**config.mk**
```make
export PLATFORM = sky130hd
export DESIGN_NAME = mips16_trace_tx
export DESIGN_NICKNAME = d
export VERILOG_FILES = /design/src/rtl/mips16_trace_pkg.sv /design/src/rtl/mips16_trace_fifo.sv /design/src/rtl/mips16_trace_tx.sv
export SDC_FILE = /design/constraint.sdc
export NUM_CORES = 1
export LEC_CHECK = 0
export CAP_MARGIN = 15
export CORE_ASPECT_RATIO = 2
export CORE_UTILIZATION = 60
export CTS_CLUSTER_DIAMETER = 80
export DETAILED_ROUTE_END_ITERATION = 8
export DONT_BUFFER_PORTS = 1
export PLACE_DENSITY = 0.76
export REMOVE_ABC_BUFFERS = 1
export SETUP_SLACK_MARGIN = 0.2
export SLEW_MARGIN = 20
export SYNTH_ARGS = -nofsm -noshare
export SYNTH_HDL_FRONTEND = slang
export SYNTH_SLANG_ARGS = --single-unit
```
**constraint.sdc**
```tcl
create_clock -name clk -period 4.9 [get_ports clk]
set_input_delay 0.735 -clock clk [delete_from_list [all_inputs] [get_ports clk]]
set_output_delay 0.735 -clock clk [all_outputs]
set_load 0.05 [all_outputs]
```
**src/rtl/mips16_trace_pkg.sv**
```systemverilog
// mips16_trace_pkg: shared types and constants for the MIPS16 trace transmitter.
//   TRACE_SYNC        - first byte of each frame
//   TRACE_FRAME_BYTES - bytes per frame (6 with MIPS16_TRACE_CHECKSUM_EN, else 5)
//   trace_state_e     - serializer FSM states
//   trace_entry_t     - one captured sample {pc, alu}
//   trace_byte()      - selects frame byte idx from a sample
// Config macro: MIPS16_TRACE_CHECKSUM_EN appends an XOR checksum byte.
package mips16_trace_pkg;
  localparam logic [7:0] TRACE_SYNC = 8'hA5;
`ifdef MIPS16_TRACE_CHECKSUM_EN
  localparam int TRACE_FRAME_BYTES = 6;
`else
  localparam int TRACE_FRAME_BYTES = 5;
`endif

  typedef enum logic [1:0] {IDLE, START, DATA, STOP} trace_state_e;

  typedef struct packed {
    logic [15:0] pc;
    logic [15:0] alu;
  } trace_entry_t;

  // Byte 5 only exists in the checksum build; it is the XOR of the payload.
  function automatic logic [7:0] trace_byte(input trace_entry_t e, input logic [2:0] idx);
    case (idx)
      3'd0:    trace_byte = TRACE_SYNC;
      3'd1:    trace_byte = e.pc[15:8];
      3'd2:    trace_byte = e.pc[7:0];
      3'd3:    trace_byte = e.alu[15:8];
      3'd4:    trace_byte = e.alu[7:0];
      default: trace_byte = e.pc[15:8] ^ e.pc[7:0] ^ e.alu[15:8] ^ e.alu[7:0];
    endcase
  endfunction
endpackage

```
**src/rtl/mips16_trace_fifo.sv**
```systemverilog
// mips16_trace_fifo: synchronous FIFO of trace samples.
//   clk, reset (sync, active low)
//   push/din  - write request and data
//   pop/dout  - read request; dout shows the head entry (first-word fall-through)
//   full, empty, level - occupancy
//   drop      - push refused this cycle (full with no pop)
// A push into a full FIFO is accepted when a pop happens in the same cycle.
module mips16_trace_fifo
  import mips16_trace_pkg::*;
#(
  parameter  int DEPTH = 8,
  localparam int AW    = $clog2(DEPTH),
  localparam int LW    = $clog2(DEPTH) + 1
) (
  input  logic          clk,
  input  logic          reset,
  input  logic          push,
  input  trace_entry_t  din,
  input  logic          pop,
  output trace_entry_t  dout,
  output logic          full,
  output logic          empty,
  output logic [LW-1:0] level,
  output logic          drop
);
  trace_entry_t  mem [DEPTH];
  logic [AW-1:0] wr_ptr, rd_ptr;
  logic          do_push, do_pop;

  assign full    = (level == LW'(DEPTH));
  assign empty   = (level == '0);
  assign do_pop  = pop && !empty;
  assign do_push = push && (!full || do_pop);
  assign drop    = push && !do_push;
  assign dout    = mem[rd_ptr];

  // DEPTH is a power of 2, so the pointers wrap naturally.
  always_ff @(posedge clk) begin
    if (!reset) begin
      wr_ptr <= '0;
      rd_ptr <= '0;
      level  <= '0;
    end else begin
      if (do_push) wr_ptr <= wr_ptr + 1'b1;
      if (do_pop)  rd_ptr <= rd_ptr + 1'b1;
      case ({do_push, do_pop})
        2'b10:   level <= level + 1'b1;
        2'b01:   level <= level - 1'b1;
        default: ;
      endcase
    end
  end

  always_ff @(posedge clk) begin
    if (do_push) mem[wr_ptr] <= din;
  end
endmodule

```
**src/rtl/mips16_trace_tx.sv**
```systemverilog
// mips16_trace_tx: captures {pc_in, alu_in} on trace_valid, buffers the
// samples and sends each as a framed 8N1 UART byte stream on tx.
//   clk, reset (sync, active low)
//   trace_valid, pc_in, alu_in - sample strobe and data
//   tx         - serial out, idle high, registered
//   busy       - frame in flight or samples pending
//   overflow   - sticky, a sample was dropped
//   fifo_level - buffered sample count
// Config macro: MIPS16_TRACE_CHECKSUM_EN adds a trailing XOR checksum byte.
module mips16_trace_tx
  import mips16_trace_pkg::*;
#(
  parameter  int CLKS_PER_BIT = 434,
  parameter  int FIFO_DEPTH   = 8,
  localparam int LW           = $clog2(FIFO_DEPTH) + 1,
  localparam int CW           = $clog2(CLKS_PER_BIT)
) (
  input  logic          clk,
  input  logic          reset,
  input  logic          trace_valid,
  input  logic [15:0]   pc_in,
  input  logic [15:0]   alu_in,
  output logic          tx,
  output logic          busy,
  output logic          overflow,
  output logic [LW-1:0] fifo_level
);
  trace_state_e  state, state_d;
  logic [CW-1:0] baud, baud_d;
  logic [2:0]    bit_cnt, bit_d;
  logic [2:0]    byte_idx, idx_d;
  trace_entry_t  frame, fifo_dout;
  logic          fifo_full, fifo_empty, fifo_drop;
  logic          pop, tx_d, bit_end;
  logic [7:0]    cur_byte;

  mips16_trace_fifo #(.DEPTH(FIFO_DEPTH)) u_fifo (
    .clk   (clk),
    .reset (reset),
    .push  (trace_valid),
    .din   ({pc_in, alu_in}),
    .pop   (pop),
    .dout  (fifo_dout),
    .full  (fifo_full),
    .empty (fifo_empty),
    .level (fifo_level),
    .drop  (fifo_drop)
  );

  assign busy     = (state != IDLE) || (fifo_level != '0);
  assign bit_end  = (baud == CW'(CLKS_PER_BIT - 1));
  assign cur_byte = trace_byte(frame, byte_idx);

  // tx_d is the level for the current state; tx registers it, so the line
  // lags the state by one cycle but every bit still lasts CLKS_PER_BIT.
  always_comb begin
    state_d = state;
    baud_d  = baud;
    bit_d   = bit_cnt;
    idx_d   = byte_idx;
    pop     = 1'b0;
    tx_d    = 1'b1;
    if (state != IDLE) baud_d = bit_end ? '0 : baud + 1'b1;
    case (state)
      IDLE: begin
        if (!fifo_empty) begin
          pop     = 1'b1;
          state_d = START;
          idx_d   = '0;
          baud_d  = '0;
        end
      end
      START: begin
        tx_d = 1'b0;
        if (bit_end) begin
          state_d = DATA;
          bit_d   = '0;
        end
      end
      DATA: begin
        tx_d = cur_byte[bit_cnt];
        if (bit_end) begin
          if (bit_cnt == 3'd7) state_d = STOP;
          else                 bit_d   = bit_cnt + 1'b1;
        end
      end
      STOP: begin
        tx_d = 1'b1;
        if (bit_end) begin
          if (byte_idx == 3'(TRACE_FRAME_BYTES - 1)) begin
            state_d = IDLE;
          end else begin
            idx_d   = byte_idx + 1'b1;
            state_d = START;
          end
        end
      end
      default: state_d = IDLE;
    endcase
  end

  always_ff @(posedge clk) begin
    if (!reset) begin
      state    <= IDLE;
      baud     <= '0;
      bit_cnt  <= '0;
      byte_idx <= '0;
      frame    <= '0;
      tx       <= 1'b1;
      overflow <= 1'b0;
    end else begin
      state    <= state_d;
      baud     <= baud_d;
      bit_cnt  <= bit_d;
      byte_idx <= idx_d;
      tx       <= tx_d;
      if (pop)       frame    <= fifo_dout;
      if (fifo_drop) overflow <= 1'b1;
    end
  end
endmodule
```
## Word-level counts from Yosys, hierarchy flattened

Memory sizes are Yosys's and may differ from the RTL's. A register that Yosys moved wholly into a read port is not among the register bits.
Index checks and enable logic that the tools add are counted.

| operators by class | value |
|---|---|
| $add $sub $neg | 7 |
| $lt $le $gt $ge | 1 |
| eq/ne operators | 19 |
| mux-type cells | 28 |
| bitwise gates (word level) | 3 |
| reductions and logical operators | 20 |

Operators with widths:

| cell | count |
|---|---|
| $pmux W8 S5 | 1 |
| $mux W9 | 4 |
| $xor A8 B8 Y8 | 3 |
| $mux W3 | 6 |
| $ne A2 B2 Y1 const B | 7 |
| $add A3 B1 Y3 const B | 4 |
| $pmux W3 S2 | 2 |
| $mux W2 | 5 |
| $add A9 B1 Y9 const B | 1 |
| $eq A9 B9 Y1 const B | 1 |
| $pmux W2 S4 | 1 |
| $pmux W4 S2 | 1 |
| $reduce_and A4 Y1 | 2 |
| $reduce_bool A2 Y1 | 4 |
| $eq A2 B2 Y1 const B | 3 |
| $eq A3 B2 Y1 const B | 2 |
| $eq A3 B3 Y1 const B | 2 |
| $mux W1 | 6 |
| $reduce_and A5 Y1 | 1 |
| $add A4 B1 Y4 const B | 1 |
| $eq A2 B1 Y1 const B | 2 |
| $eq A4 B4 Y1 const B | 1 |
| $logic_not A1 Y1 | 4 |
| $logic_not A4 Y1 | 1 |
| 10 further kinds | 13 |

| word-level totals | value |
|---|---|
| bits in registers | 29 |
| memory bits (writable) | 256 |
| input bits | 35 |
| output and inout port bits | 7 |
| memories | 1 |

Memory list:

| name | depth | width | read ports | clocked after Yosys merged registers in | wr ports | RTL line | RTL |
|---|---|---|---|---|---|---|---|
| u_fifo.mem | 8 | 32 | 1 | 1 | 1 | mips16_trace_fifo.sv:26 | `trace_entry_t mem [DEPTH];` |

## Depth between registers and ports, before layout

| logic depth | value |
|---|---|
| word-level depth | 8 |
| gate-level depth with buffers | 14 |
| mapped depth without buffers | 12 |

## By module

A second synthesis with hierarchy kept.

| second synthesis, totals | value |
|---|---|
| cells, all modules | 813 |
| area, all modules | 13,415.4 µm² |

By module, submodules not included:

| module | times used | cells each | area an instance (µm²) |
|---|---|---|---|
| mips16_trace_fifo | 1 | 459 | 10,527.6 |
| mips16_trace_tx | 1 | 354 | 2,887.8 |

## Worst setup path after synthesis

Ideal clock, no wire load.

| timing | value |
|---|---|
| path kind | reg2reg |
| from | register state[0] |
| to | memory u_fifo.mem[0][0] in the netlist's numbering, enable pin |
| setup time | 0.461 ns |
| data arrival time | 3.632 ns |
| data required time | 4.439 ns |
| slack | 0.807 ns |
| cell stages (with the launch flop) | 8 |
| period minus slack after synthesis | 4.093 ns |
| path through | dfxtp_1 > inv_1 > ha_1 > clkbuf_1 > nand2b_1 > o21ai_1 > or2_2 > nor3_1 |

| on the way | value |
|---|---|
| word-level cells in the longest chain between the ends | 7 |

RTL lines:

| what | RTL line | RTL |
|---|---|---|
| start: declaration | mips16_trace_tx.sv:28 | `trace_state_e state, state_d;` |
| start signal: assignment | mips16_trace_tx.sv:112 | `state <= state_d;` |
| $logic_not A2 Y1 | mips16_trace_tx.sv:64 | `case (state)` |
| $mux W1 | mips16_trace_tx.sv:64 |  |
| $logic_and A1 B1 Y1 | mips16_trace_fifo.sv:32 | `assign do_pop = pop && !empty;` |
| $logic_or A1 B1 Y1 | mips16_trace_fifo.sv:33 | `assign do_push = push && (!full \|\| do_pop);` |
| $logic_and A1 B1 Y1 | mips16_trace_fifo.sv:33 |  |
| $mux W1 | mips16_trace_fifo.sv:55 | `if (do_push) mem[wr_ptr] <= din;` |
| $mux W1 (not written as such) | mips16_trace_fifo.sv:55 |  |
| end: declaration | mips16_trace_fifo.sv:26 |  |

Every way passes these cells.

## Worst setup path after layout

| timing | value |
|---|---|
| from | register u_fifo.level[3] |
| to | output port busy |

| on the way | value |
|---|---|
| word-level cells in the longest chain between the ends | 2 |

RTL lines:

| what | RTL line | RTL |
|---|---|---|
| start: declaration | mips16_trace_fifo.sv:23 | `output logic [LW-1:0] level,` |
| start signal: assignment | mips16_trace_fifo.sv:47 | `2'b10: level <= level + 1'b1;` |
| start signal: assignment | mips16_trace_fifo.sv:48 | `2'b01: level <= level - 1'b1;` |
| $reduce_bool A4 Y1 | mips16_trace_tx.sv:50 | `assign busy = (state != IDLE) \|\| (fifo_level != '0);` |
| $logic_or A1 B1 Y1 | mips16_trace_tx.sv:50 |  |
| end: declaration | mips16_trace_tx.sv:24 | `output logic busy,` |

Every way passes these cells.

==> impl_metrics.env <==
export IMPL_status="complete, no violations"
export IMPL_final_area_um2=14170
export IMPL_max_freq_mhz=322.9
export IMPL_cp_start_kind="register"
export IMPL_grt_pass1_wl_mm=37.82
export IMPL_initial_utilization_pct=61.52
export IMPL_gp_routability_congestion=0.7879
export IMPL_wirelength_mm=24.31
export IMPL_holdCritPathClass="input port to register"
export IMPL_fin_crit_sh_pct=63.20
export IMPL_coreArea_um2=21020
export IMPL_cts_sinks=317
export IMPL_clock_latency_ns=0.54
export IMPL_final_hold_violation_count=0
export IMPL_grt_pass1_vias=6980
export IMPL_r2r_start="state[0]"
export IMPL_drive_gt1_share_pct=16.37
export IMPL_worstSetupEndpointType="output pin"
export IMPL_grt_max_degree=70
export IMPL_synth_edff_count=256
export IMPL_cp_required_ns=4.16
export IMPL_p_leak_nw=4.802
export IMPL_rsz0062_at_grt="false"
export IMPL_max_stage_delay_ns=0.61
export IMPL_clk_pin_slew_ns=0.07
export IMPL_dpl_cell_area_um2=13190
export IMPL_power_density_nw_per_um2=495.4
export IMPL_maxCapViolCount=0
export IMPL_ys_warn_count=0
export IMPL_cts_tree="done"
export IMPL_ios=42
export IMPL_fin_hold_ws_ns=0.2875
export IMPL_path_class="register to output pin"
export IMPL_drc=0
export IMPL_cp_max_fo=7
export IMPL_async_flop_share_pct=0
export IMPL_wl_per_cell_um=23.27
export IMPL_final_util_pct=67.41
export IMPL_final_cell_mix="256 x edfxtp_1, 64 x mux4_2, 60 x nand2_1"
export IMPL_critPathBufInv=1
export IMPL_power_w=0.007020
export IMPL_grt_overflow_total=0
export IMPL_synthCells=762
export IMPL_drtAntennaViolNets=0
export IMPL_area_delta_synth_final_pct=9.568
export IMPL_grt_total_usage_pct=22.99
export IMPL_firstDrtPassIters=5
export IMPL_cpLargestDelayFamily="simple AND/OR/NAND/NOR gates"
export IMPL_die_height_um=209.6
export IMPL_drtIter0Drc=509
export IMPL_synth_distinct_cells=51
export IMPL_synth_area_um2=12930
export IMPL_antennaDiodeCount=0
export IMPL_worst_pin_slew_ns=1.095
export IMPL_max_clock_path_buffers=3
export IMPL_final_nets=809
export IMPL_cts_root_buffer="clkbuf_16"
export IMPL_worstHoldStart="pc_in[6]"
export IMPL_ir_drop_v=0.0004924
export IMPL_antenna_found_initial=0
export IMPL_critPathArrivalTime_ns=2.36
export IMPL_cts_inserted_buffers=26
export IMPL_cts_htree_levels=1
export IMPL_fp_dieW_um=105.8
export IMPL_setup_violations=0
export IMPL_syn_area_per_cell_um2=16.97
export IMPL_cp_slowest_cell="nor4_1"
export IMPL_vias=6467
export IMPL_slew_violations=0
export IMPL_finClkSkew_ns=0.01608
export IMPL_cts_post_setup_buffers_inserted=0
export IMPL_numPortBuffers=0
export IMPL_die_area_um2=22180
export IMPL_cts_resized=0
export IMPL_mostFrequentLayoutCell="edfxtp_1"
export IMPL_period_needed_ns=3.097
export IMPL_postCtsHoldBufs=0
export IMPL_hpwl_mm=14.39
export IMPL_synth_seq_area_share_pct=68.89
export IMPL_rows=75
export IMPL_crit_start="u_fifo.level[3]"
export IMPL_cp_cell_sequence="nor4_1, and2_1, inv_1"
export IMPL_viasPerCell=6.189
export IMPL_slew_headroom_pct=26.80
export IMPL_ys_flop_type="edfxtp_1"
export IMPL_ys_seq_elements=317
-- metrics by stage --
stage / setup WS (ns) / cells / TNS (ns)
global route: 1.628 / 1045 / 0
global placement: 2.089 / 992 / 0
finish: 1.803 / 1045 / 0
detailed placement: 1.892 / 992 / 0
CTS: 1.787 / 1040 / 0
floorplan: -0.008228 / 717 / -0.008228
-- layer usage --
| layer | vias up | routed length [um] | track usage [%] |
|---|---|---|---|
| met2 | 135 | 13870 | 43.99 |
| met4 | 0 | 632 | 8.525 |
| met1 | 3331 | 8890 | 25.04 |
| met3 | 38 | 919 | 3.665 |
| li1 | 2963 | - | - |
| met5 | - | 0 | 0 |
-- synthesized netlist by cell type (3+ instances only) --
cell type,instances,area [um^2]
nor3_1,9,45.04
and2_1,13,81.33
o21ai_0,12,60.06
xnor2_1,22,192.7
clkbuf_1,25,93.84
o211ai_1,3,22.52
ha_1,17,212.7
buf_1,5,18.77
dfxtp_1,61,1221
nand2b_1,7,43.79
buf_2,13,65.06
mux4_2,64,1441
nor2_1,14,52.55
and3_1,3,18.77
mux2i_1,38,380.4
o22ai_1,3,18.77
inv_1,13,48.80
a221oi_1,6,52.55
a22oi_1,4,30.03
o211a_1,34,340.3
a21boi_0,5,37.54
nor3b_1,4,30.03
nor2b_1,10,62.56
xor2_1,9,78.83
edfxtp_1,256,7687
nand2_1,60,225.2
nand3_1,5,25.02
a21oi_1,14,70.07
-- worst register-to-register path: stages (launching register included) --
cell,delay (ns)
dfxtp_1,0.34
inv_1,0.13
ha_1,0.38
nand2b_1,0.18
o21ai_1,0.16
inv_1,0.14
nand2_1,0.23
nor2_4,0.91
-- state kept, by name (all words and copies together), names as in the netlist --
name	cells
u_fifo.mem	256
frame	32
baud	9
u_fifo.level	4
bit_cnt	3
byte_idx	3
u_fifo.rd_ptr	3
u_fifo.wr_ptr	3
state	2
overflow	1
tx	1
-- cells by family (layout without fill, tap and decap cells) --
kind of cell	count (synthesis)	after routing	share of synthesized area (%)
xor+xnor	31	31	2.099
buf+inv	58	72	1.925
simple gates	136	136	5.157
flops	317	317	68.89
mux	102	102	14.09
fa+ha+maj	18	18	1.800
compound gates	100	100	6.047
-- path summary, 6_finish.rpt --
check                                          to  slack (ns)  cells after the start
worst max-delay path                         busy        1.80                      3
worst min-delay path            u_fifo.mem[4][22]        0.29                      0
worst max register to register  u_fifo.mem[7][29]        2.01                      7
worst min register to register   u_fifo.wr_ptr[0]        0.54                      2
-- layout make-up --
class,instances,area [um^2]
Tap cell,269,336.6
Fill cell,1390,6850
Inverter,13,48.80
Clock inverter,14,167.7
Sequential cell,317,8917
Multi-Input combinational cell,387,3837
Timing Repair Buffer,11,160.2
Clock buffer,34,701.9
-- power breakdown --
| part | switching [W] | internal, W | leakage [nW] | total, W |
|---|---|---|---|---|
| clock network | 0.000886 | 0.00122 | 0.421 | 0.00211 |
| logic | 0.000752 | 0.000756 | 1.55 | 0.00151 |
| registers | 0.000291 | 0.00311 | 2.83 | 0.00341 |
No activity file was read; power rests on OpenSTA's default activity.
